[config.mk]
export PLATFORM = sky130hd
export DESIGN_NAME = vcm_sweep_gen
export DESIGN_NICKNAME = d
export VERILOG_FILES = /design/src/rtl/vcm_sweep_gen.sv
export SDC_FILE = /design/constraint.sdc
export NUM_CORES = 1
export LEC_CHECK = 0
export CORE_MARGIN = 3
export CORE_UTILIZATION = 30
export CTS_BUF_LIST = sky130_fd_sc_hd__clkbuf_8
export CTS_CLUSTER_SIZE = 16
export DETAILED_ROUTE_END_ITERATION = 8
export PLACE_DENSITY = 0.55
export SLEW_MARGIN = 20
export SYNTH_ARGS = -nofsm -noshare
export SYNTH_HDL_FRONTEND = slang
export SYNTH_SLANG_ARGS = --single-unit
[constraint.sdc]
create_clock -name i_clk -period 5.6 [get_ports i_clk]
set_input_delay 1.68 -clock i_clk [delete_from_list [all_inputs] [get_ports i_clk]]
set_output_delay 1.68 -clock i_clk [all_outputs]
set_load 0.05 [all_outputs]
[src/rtl/vcm_sweep_gen.sv]
// Stepped VCM position sweep generator for the auto-focus path.
// Ramps STEP between latched LO/HI limits in triangle, sawtooth or single-shot modes.
module vcm_sweep_gen #(
    parameter int unsigned W     = 10,
    parameter int unsigned DIV_W = 4
) (
    input  logic             i_clk,
    input  logic             i_reset,
    input  logic             i_en,
    input  logic             i_start,
    input  logic [1:0]       i_mode,
    input  logic [W-1:0]     i_lo,
    input  logic [W-1:0]     i_hi,
    input  logic [W-1:0]     i_inc,
    input  logic [DIV_W-1:0] i_div,
    output logic [W-1:0]     o_step,
    output logic             o_dir,
    output logic             o_turn,
    output logic             o_busy,
    output logic             o_done
);

    typedef enum logic [1:0] {
        S_IDLE = 2'd0,
        S_UP   = 2'd1,
        S_DOWN = 2'd2,
        S_FIN  = 2'd3
    } state_t;

    localparam logic [1:0] MODE_TRI  = 2'd0;
    localparam logic [1:0] MODE_SAW  = 2'd1;
    localparam logic [1:0] MODE_TRI1 = 2'd3;

    state_t           r_state;
    logic [1:0]       r_mode;
    logic [W-1:0]     r_lo;
    logic [W-1:0]     r_hi;
    logic [W-1:0]     r_inc;
    logic [DIV_W-1:0] r_div;
    logic [DIV_W-1:0] r_cnt;

    logic [W-1:0]     w_inc;
    logic [W:0]       w_sum;
    logic [W:0]       w_diff;
    logic [W-1:0]     w_up_next;
    logic [W-1:0]     w_dn_next;
    logic             w_sweeping;
    logic             w_tick;

    // Saturating next positions computed one bit wider so the limits never wrap.
    always_comb begin
        w_inc      = (r_inc == '0) ? W'(1) : r_inc;
        w_sum      = {1'b0, o_step} + {1'b0, w_inc};
        w_diff     = {1'b0, o_step} - {1'b0, w_inc};
        w_up_next  = (w_sum > {1'b0, r_hi}) ? r_hi : w_sum[W-1:0];
        w_dn_next  = (w_diff[W] || (w_diff[W-1:0] < r_lo)) ? r_lo : w_diff[W-1:0];
        w_sweeping = (r_state == S_UP) || (r_state == S_DOWN);
        w_tick     = w_sweeping && i_en && (r_cnt == r_div);
    end

    always_ff @(posedge i_clk) begin
        if (i_reset) begin
            r_state <= S_IDLE;
            r_mode  <= '0;
            r_lo    <= '0;
            r_hi    <= '0;
            r_inc   <= '0;
            r_div   <= '0;
            r_cnt   <= '0;
            o_step  <= '0;
            o_dir   <= 1'b0;
            o_turn  <= 1'b0;
            o_busy  <= 1'b0;
            o_done  <= 1'b0;
        end else begin
            o_turn <= 1'b0;
            if (i_start) begin
                // A start discards any tick due on this edge.
                r_mode <= i_mode;
                r_lo   <= i_lo;
                r_hi   <= i_hi;
                r_inc  <= i_inc;
                r_div  <= i_div;
                r_cnt  <= '0;
                o_step <= i_lo;
                o_dir  <= 1'b0;
                if (i_lo >= i_hi) begin
                    r_state <= S_FIN;
                    o_done  <= 1'b1;
                    o_busy  <= 1'b0;
                end else begin
                    r_state <= S_UP;
                    o_done  <= 1'b0;
                    o_busy  <= 1'b1;
                end
            end else if (w_sweeping && i_en) begin
                if (!w_tick) begin
                    r_cnt <= r_cnt + DIV_W'(1);
                end else begin
                    r_cnt <= '0;
                    case (r_state)
                        S_UP: begin
                            if (o_step < r_hi) begin
                                o_step <= w_up_next;
                            end else if ((r_mode == MODE_TRI) || (r_mode == MODE_TRI1)) begin
                                o_dir   <= 1'b1;
                                o_step  <= w_dn_next;
                                o_turn  <= 1'b1;
                                r_state <= S_DOWN;
                            end else if (r_mode == MODE_SAW) begin
                                o_step <= r_lo;
                                o_turn <= 1'b1;
                            end else begin
                                r_state <= S_FIN;
                                o_done  <= 1'b1;
                                o_busy  <= 1'b0;
                            end
                        end
                        S_DOWN: begin
                            if (o_step > r_lo) begin
                                o_step <= w_dn_next;
                            end else if (r_mode == MODE_TRI) begin
                                o_dir   <= 1'b0;
                                o_step  <= w_up_next;
                                o_turn  <= 1'b1;
                                r_state <= S_UP;
                            end else begin
                                // Single triangle ends on LO still descending.
                                r_state <= S_FIN;
                                o_done  <= 1'b1;
                                o_busy  <= 1'b0;
                            end
                        end
                        default: begin
                        end
                    endcase
                end
            end
        end
    end

endmodule

==> impl_metrics.toml, run 1 <==
[cells_and_area]
final_nets = 737
diodes = 0
area_delta_synth_final_pct = 15.9
finalNonFillerCells = 835
final_area_mm2 = 0.00567
postLayoutCoreUtil_pct = 35.6
final.fill_count = 1656
drive_above_1_share_pct = 4.85

[power_and_ir_drop]
peakVddDrop_uv = 131
p_total_mw = 1.51
p_per_area_mw_per_mm2 = 267
leakage_nw = 2.42

[logic_synthesis]
netlist.area_leader.share_pct = 22.9
async_flop_share_pct = 0
yosys_most_used_dff = "dfxtp_1"
synthCells = 582
syn_avg_cell_area_um2 = 8.40
synthMostInstantiatedCell = "ha_1"
syn_nets = 700
synth_area_mm2 = 0.00489
yosysSeqAreaShare_pct = 22.9
synthDistinctLibCells = 72
synth_top_cells_by_area = "dfxtp_1 23%, ha_1 19%, mux2i_1 8.4%, inv_1 4.5%, nor2_1 4.5%"
synth_top_area_cell = "dfxtp_1"
synth_enable_flop_cells = 0
yosys_warnings = 0
synth_seq_cells = 56
yosys-top-cells-count = "76 x ha_1, 59 x inv_1, 58 x nor2_1"

[cts]
h-tree-depth = 2
ctsResizeCount = 0
clk_root_buffer_cell = "clkbuf_8"
clkSinkCount = 56
cts_buffers = 5
cts_hold_buf = 0
clockBufferDepth = 2
post_cts_buffers = 0
clk_latency_ns = 0.33
cts_tree = "built"
clk_pin_slew_ns = 0.11

[die]
core_area_mm2 = 0.0159
fp.dieW_um = 134
die-area_mm2 = 0.0179
initial_core_util_pct = 30.7
pin_count = 54
die_h_um = 134
rows = 46

[global_route]
grt_max_degree = 46
grt_util_all_layers_pct = 16.9
first_global_vias = 4325
grt_overflow = 0
grt_pass1_wl_um = 23800
antenna_found_initial = 0

[timing]
setup-tns-final_ns = 0
hold_viol_final = 0
slew_violations = 0
finClkSkew_ns = 0.0148
fmax_ghz = 0.200
worstMarginPinSlew_ns = 0.856
relSlewSlack_pct = 42.2
rsz0062_at_grt = "false"
setup_violations = 0
finalCritPeriodShare_pct = 89.1
whs_ns = 0.486
fin_ws_ns = 0.611
timing.final.crit_period_ns = 4.99

[placement]
dp_hpwl_um = 12000
place_congestion = 0.939
numPortBuffers = 53
dp_cells = 828
dpl-instance-area_mm2 = 0.00559
dp_slack_ns = 0.709

[job]
max_cap_viol_count = 0

[drt]
firstDrtPassIters = 5
drtAntennaViolNets = 0
dr.first_iter.drc_count = 297
wl_per_cell_um = 17.8
via_per_inst = 5.20
wirelength_um = 14900
vias = 4344
drcViolationCount = 0

[min_path]
hold_path.class = "register to register"
hp-start = "r_state[1]$_SDFFE_PP0P_"
hold_depth = 2

[critical_path]
r2r-start = "r_inc[6]$_SDFFE_PP0P_"
path_max_fanout = 10
worstRegToRegCells = 19
timing.critical_path.from_type = "register"
cp-end-kind = "register"
cp_data_arrival_time_ns = 5.18
crit_type = "register to register"
cp-startpoint = "r_inc[6]$_SDFFE_PP0P_"
critPathRequiredTime_ns = 5.79

[run_status]
outcome = "finished clean"
layout by cell type (no fill, tap or decap), types with 6 or more instances in the layout:
master,synthesis,layout
mux2i_1,41,41
a21oi_1,28,28
nor2_1,58,58
a211oi_1,9,9
o211ai_1,6,6
nand2b_1,6,6
o21a_1,6,6
a221oi_1,7,7
buf_4,5,6
or3_1,6,6
nor3_1,15,15
a311oi_1,6,6
nand3_1,17,17
xor2_1,8,8
dfxtp_1,56,56
ha_1,76,76
clkdlybuf4s50_1,0,51
xnor2_1,13,13
inv_1,59,60
and3_1,7,7
o21ai_0,16,16
nand2_1,23,23
nor2b_1,9,9
final timing paths:
check                             to  slack [ns]
min reg2reg  r_state[1]$_SDFFE_PP0P_        0.49
max reg2reg   o_step[6]$_SDFFE_PP0P_        0.61
min          r_state[1]$_SDFFE_PP0P_        0.49
max           o_step[6]$_SDFFE_PP0P_        0.61
layer usage:
| metal | part of all wire, % | global-route usage [%] | up-vias |
|---|---|---|---|
| met3 | 4.8 | 3.10 | 22 |
| met5 | 0 | 0 | - |
| met4 | 3.1 | 5.71 | 0 |
| met1 | 46 | 22.8 | 2053 |
| li1 | - | - | 2164 |
| met2 | 46 | 27.4 | 105 |
where the power goes:
| part | internal [mW] | switching (mW) |
|---|---|---|
| logic | 0.346 | 0.475 |
| clock network | 0.0839 | 0.139 |
| registers | 0.426 | 0.0435 |
flip-flops by register name, indices dropped and copies added, names as in the netlist:
| register | flops |
|---|---|
| r_lo | 10 |
| o_turn | 1 |
| r_cnt | 4 |
| o_done | 1 |
| r_div | 4 |
| o_busy | 1 |
| r_state | 2 |
| r_mode | 2 |
| o_step | 10 |
| r_hi | 10 |
| r_inc | 10 |
| o_dir | 1 |
critical path, stage by stage, from the launching register on:
cell	delay, ns
dfxtp_1	0.36
nor4_1	0.39
a41o_1	0.29
ha_1	0.18
inv_1	0.05
fa_1	0.40
o21bai_1	0.21
a221oi_1	0.12
a211oi_1	0.22
nor2_1	0.08
xnor2_1	0.16
ha_1	0.31
nand2_1	0.04
or4_1	0.52
a21oi_1	0.14
o22ai_1	0.13
a31oi_4	0.41
mux2_2	0.41
a221oi_1	0.28
a41oi_1	0.16
logic make-up (layout without fill, tap and decap cells):
| family | after synthesis | count (layout) | synth area share, % |
|---|---|---|---|
| AND/OR/NAND/NOR | 162 | 162 | 16.3 |
| AO/OA/AOI/OAI | 128 | 128 | 19.2 |
| buffers and inverters | 89 | 126 | 7.50 |
| adder cells (fa/ha/maj) | 78 | 78 | 20.3 |
| flip-flops | 56 | 56 | 22.9 |
| multiplexers | 48 | 48 | 10.1 |
| XOR/XNOR | 21 | 21 | 3.76 |
final cells by class:
cell class,count,area [um2],area share [%]
Clock buffer,5,68.8,1.21
Clock inverter,2,8.76,0.155
Inverter,60,225,3.97
Multi-Input combinational cell,437,3410,60.1
Sequential cell,56,1120,19.8
Tap cell,216,270,4.77
Timing Repair Buffer,59,566,9.98
(Power assumes the default switching activity.)
==> run 2, diff against run 1 <==
==> constraint.sdc (replaced) <==
create_clock -name i_clk -period 5.6 [get_ports i_clk]
set_input_delay 0.56 -clock i_clk [delete_from_list [all_inputs] [get_ports i_clk]]
set_output_delay 0.56 -clock i_clk [all_outputs]
set_load 0.05 [all_outputs]
==> impl_metrics.toml, run 2 (synthesized netlist as in run 1, its figures left out) <==
[drt]
wl_met2_um = 6950
wl_per_cell_um = 18.1
routed.top_layer = "met4"
wirelength_um = 15200
drtAntennaViolNets = 0
firstDrtPassIters = 6
dr.first_iter.drc_count = 341
met3_length_um = 851
drcViolationCount = 0
vias = 4446
via_per_inst = 5.30
wl_met1_um = 6910

[critical_path]
worstRegToRegCells = 19
critPathMaxStageDelay_ns = 0.53
cp-end-kind = "register"
slowest_stage = "or4_1"
timing.critical_path.from_type = "register"
cp_data_arrival_time_ns = 5.22
r2r_slack_ns = 0.59
critPathRequiredTime_ns = 5.81
path_max_fanout = 10
rr_endpoint = "o_step[4]$_SDFFE_PP0P_"
r2r-start = "r_inc[6]$_SDFFE_PP0P_"
path_cells = "nor4_1 -> a41o_1 -> ha_1 -> inv_1 -> fa_1 -> o21bai_1 -> a221oi_1 -> a211oi_1 -> nor2_1 -> xnor2_1 -> ha_1 -> nand2_1 -> or4_1 -> a21oi_1 -> o22ai_1 -> a31oi_4 -> mux2_2 -> a221oi_1 -> a31oi_1"
crit_type = "register to register"

[placement]
dp_hpwl_um = 12100
place_congestion = 0.941
dpl-instance-area_mm2 = 0.00561
numPortBuffers = 53
dp_slack_ns = 0.629

[timing]
fin_ws_ns = 0.593
worstMarginPinSlew_ns = 0.842
setup_violations = 0
finClkSkew_ns = 0.0138
slew_violations = 0
timing.final.crit_period_ns = 5.01
fmax_ghz = 0.200
rsz0062_at_grt = "false"
setup-tns-final_ns = 0
hold_viol_final = 0
finalCritPeriodShare_pct = 89.4
relSlewSlack_pct = 43.1

[power_and_ir_drop]
p_total_mw = 1.60
seq_power_share_pct = 29.0
p_per_area_mw_per_mm2 = 279
internal_power_mw = 0.933
peakVddDrop_uv = 129
switching_power_mw = 0.667
clockPowerShare_pct = 18.9
power_frac_comb_pct = 52.2
swShare_pct = 41.7
leakage_nw = 2.46

[min_path]
hold_path.class = "register to register"
whs_endpoint = "r_state[1]$_SDFFE_PP0P_"
hp-start = "r_state[1]$_SDFFE_PP0P_"
hold_depth = 2

[cts]
clockBufferDepth = 2
clk_root_buffer_cell = "clkbuf_8"
cts_tree = "built"
h-tree-depth = 2
post_cts_buffers = 0
clkSinkCount = 56
cts_hold_buf = 0
ctsResizeCount = 0
clk_latency_ns = 0.34
cts_buffers = 5
clk_pin_slew_ns = 0.11

[cells_and_area]
drive_above_1_share_pct = 5.62
diodes = 0
postLayoutCoreUtil_pct = 36.0
area_delta_synth_final_pct = 17.3
layout_common_cells = "76 x ha_1, 59 x inv_1, 58 x nor2_1"
final_area_mm2 = 0.00574
final.fill_count = 1673
final_nets = 740
layout_commonest_cell = "ha_1"

[global_route]
antenna_found_initial = 0
grt_pass1_wl_um = 24400
grt_util_all_layers_pct = 17.4
first_global_vias = 4334
grt_overflow = 0
grt_max_degree = 46

[die]
pin_count = 54
die_h_um = 134
core_area_mm2 = 0.0159
fp.dieW_um = 134
initial_core_util_pct = 30.7
die-area_mm2 = 0.0179
rows = 46

[run_status]
outcome = "finished clean"

[job]
max_cap_viol_count = 0
## run 2: metrics by stage
| step | hold WS [ns] | cells |
|---|---|---|
| after floorplan | 0.449 | 582 |
| after global placement | 0.470 | 831 |
| final | 0.485 | 839 |
| after global routing | 0.504 | 839 |
| after detailed placement | 0.474 | 831 |
| after CTS | 0.490 | 839 |
## run 2: layout make-up
| type | instances | area, um2 | share of cell area, % |
|---|---|---|---|
| Multi-Input combinational cell | 437 | 3410 | 59.4 |
| Sequential cell | 56 | 1120 | 19.5 |
| Timing Repair Buffer | 62 | 588 | 10.2 |
| Tap cell | 216 | 270 | 4.71 |
| Inverter | 60 | 225 | 3.92 |
| Clock buffer | 7 | 96.3 | 1.68 |
| Clock inverter | 1 | 30.0 | 0.523 |
## run 2: how the worst max path moves through the flow
stage	startpoint	cells after the start	endpoint
global placement	r_inc[6]$_SDFFE_PP0P_	19	o_step[5]$_SDFFE_PP0P_
CTS	r_inc[6]$_SDFFE_PP0P_	19	o_step[7]$_SDFFE_PP0P_
finish	r_inc[6]$_SDFFE_PP0P_	19	o_step[4]$_SDFFE_PP0P_
floorplan	r_inc[6]$_SDFFE_PP0P_	19	o_step[5]$_SDFFE_PP0P_
global route	r_inc[6]$_SDFFE_PP0P_	19	o_step[5]$_SDFFE_PP0P_
detailed placement	r_inc[6]$_SDFFE_PP0P_	19	o_step[5]$_SDFFE_PP0P_
## run 2: power by group through the flow
stage	clock network [mW]	logic [mW]	registers, mW
after global routing	0.327	0.917	0.466
after CTS	0.312	0.827	0.463
after detailed placement	0	0.821	0.472
after global placement	0	0.806	0.472
after floorplan	0	0.570	0.494
final	0.302	0.834	0.463
## run 2: critical path: cells and delay by family, from the launching register on
family	cells	cell delay, ns
AO/OA/AOI/OAI	9	2.00
AND/OR/NAND/NOR	4	1.04
adder cells (fa/ha/maj)	3	0.87
multiplexers	1	0.40
flip-flops	1	0.36
XOR/XNOR	1	0.16
buffers and inverters	1	0.05
## run 2: per-layer routing
layer | GRT usage, % | vias to the layer above
li1 | - | 2178
met1 | 23.8 | 2072
met2 | 27.9 | 164
met3 | 2.53 | 32
met4 | 6.51 | 0
met5 | 0 | -
==> run 3, diff against run 2 <==
--- a/config.mk
+++ b/config.mk
@@ -5,7 +5,6 @@
 export SDC_FILE = /design/constraint.sdc
 export NUM_CORES = 1
 export LEC_CHECK = 0
-export CORE_MARGIN = 3
 export CORE_UTILIZATION = 30
 export CTS_BUF_LIST = sky130_fd_sc_hd__clkbuf_8
 export CTS_CLUSTER_SIZE = 16
==> impl_metrics.toml, run 3 (synthesized netlist as in run 1, its figures left out) <==
[run_status]
outcome = "finished clean"

[cts]
cts_buffers = 5
clockBufferDepth = 2
clk_latency_ns = 0.34
clk_pin_slew_ns = 0.11
cts_hold_buf = 0
h-tree-depth = 2
clk_root_buffer_cell = "clkbuf_8"
post_cts_buffers = 0
clkSinkCount = 56
ctsResizeCount = 0
cts_tree = "built"

[critical_path]
cp_data_arrival_time_ns = 5.12
path_buf_inv = 1
timing.critical_path.from_type = "register"
critPathRequiredTime_ns = 5.80
r2r_slack_ns = 0.68
slowest_stage = "or4_1"
path_cells = "nor4_1 -> a41o_1 -> ha_1 -> inv_1 -> fa_1 -> o21bai_1 -> a221oi_1 -> a211oi_1 -> nor2_1 -> xnor2_1 -> ha_1 -> nand2_1 -> or4_1 -> a21oi_1 -> o22ai_1 -> a31oi_4 -> mux2_2 -> a221oi_1 -> a41oi_1"
crit_type = "register to register"
cp-end-kind = "register"
path_max_fanout = 10
critPathMaxStageDelay_ns = 0.51
crit_family = "compound AO/OA/AOI/OAI gates"

[cells_and_area]
final_nets = 738
layout_commonest_cell = "ha_1"
postLayoutCoreUtil_pct = 35.9
area_delta_synth_final_pct = 16.7
layout_common_cells = "76 x ha_1, 60 x inv_1, 58 x nor2_1"
diodes = 0
drive_above_1_share_pct = 5.15

[die]
fp.dieW_um = 130
pin_count = 54
die_h_um = 130
rows = 46
initial_core_util_pct = 30.8
die-area_mm2 = 0.0168
core_area_mm2 = 0.0159

[placement]
place_congestion = 0.941
numPortBuffers = 53
dp_hpwl_um = 11800

[drt]
vias = 4411
drtAntennaViolNets = 0
wl_per_cell_um = 17.7
via_per_inst = 5.27
wirelength_um = 14800
drcViolationCount = 0
dr.first_iter.drc_count = 227
firstDrtPassIters = 6

[global_route]
first_global_vias = 4418
grt_max_degree = 46
grt_util_all_layers_pct = 18.6
antenna_found_initial = 0
grt_overflow = 0
grt_pass1_wl_um = 23700

[power_and_ir_drop]
leakage_nw = 2.44
p_per_area_mw_per_mm2 = 274
peakVddDrop_uv = 155

[timing]
finalCritPeriodShare_pct = 87.9
rsz0062_at_grt = "false"
worstMarginPinSlew_ns = 0.797
setup_violations = 0
slew_violations = 0
finClkSkew_ns = 0.0178
setup-tns-final_ns = 0
hold_viol_final = 0
relSlewSlack_pct = 46.2
timing.final.crit_period_ns = 4.92
fmax_ghz = 0.203

[min_path]
hold_path.class = "register to register"

[job]
max_cap_viol_count = 0
[run 3: cell types whose count changed in the layout (fill, tap and decap cells not counted), sizes merged]
| cell | change |
|---|---|
| buf | -2 |
| clkbuf | -2 |
| clkinv | +1 |
| inv | +1 |
[run 3: final timing paths]
kind                           start                 endpoint  cells after the start
max            r_inc[6]$_SDFFE_PP0P_   o_step[5]$_SDFFE_PP0P_                     19
min          r_state[1]$_SDFFE_PP0P_  r_state[1]$_SDFFE_PP0P_                      2
max reg2reg    r_inc[6]$_SDFFE_PP0P_   o_step[5]$_SDFFE_PP0P_                     19
min reg2reg  r_state[1]$_SDFFE_PP0P_  r_state[1]$_SDFFE_PP0P_                      2
[run 3: where the power goes]
| part | internal (mW) | switching [mW] |
|---|---|---|
| clock network | 0.131 | 0.143 |
| registers | 0.426 | 0.0401 |
| logic | 0.346 | 0.477 |
[run 3: tightest hold or removal path, delay by kind of cell (launching register included)]
kind	cells	cell delay [ns]
AND/OR/NAND/NOR	1	0.06
AO/OA/AOI/OAI	1	0.05
flip-flops	1	0.33
[run 3: layout make-up]
type,instances,area [um2]
inverters,60,225
clock inverters,3,38.8
well taps,216,270
fillers,1705,10200
multi-input cells,437,3410
repair buffers,60,573
flip-flops and latches,56,1120
clock buffers,5,68.8
[run 3: metal layers]
layer	track usage, %	vias to the layer above	wire length (um)
met5	0	-	0
met4	6.77	0	460
met3	3.30	26	713
met2	30.3	128	6730
met1	24.5	2091	6880
li1	-	2166	-
[run 3: metrics by stage]
step                      worst slack, ns  instances  total power, mW  hold WS, ns  area, um2
after global placement              0.841        829             1.27        0.470       5600
final                               0.677        837             1.56        0.481       5710
after CTS                           0.727        837             1.57        0.492       5710
after detailed placement            0.761        829             1.29        0.475       5600
after floorplan                      1.26        582             1.06        0.449       4890
after global routing                0.310        837             1.68        0.518       5710
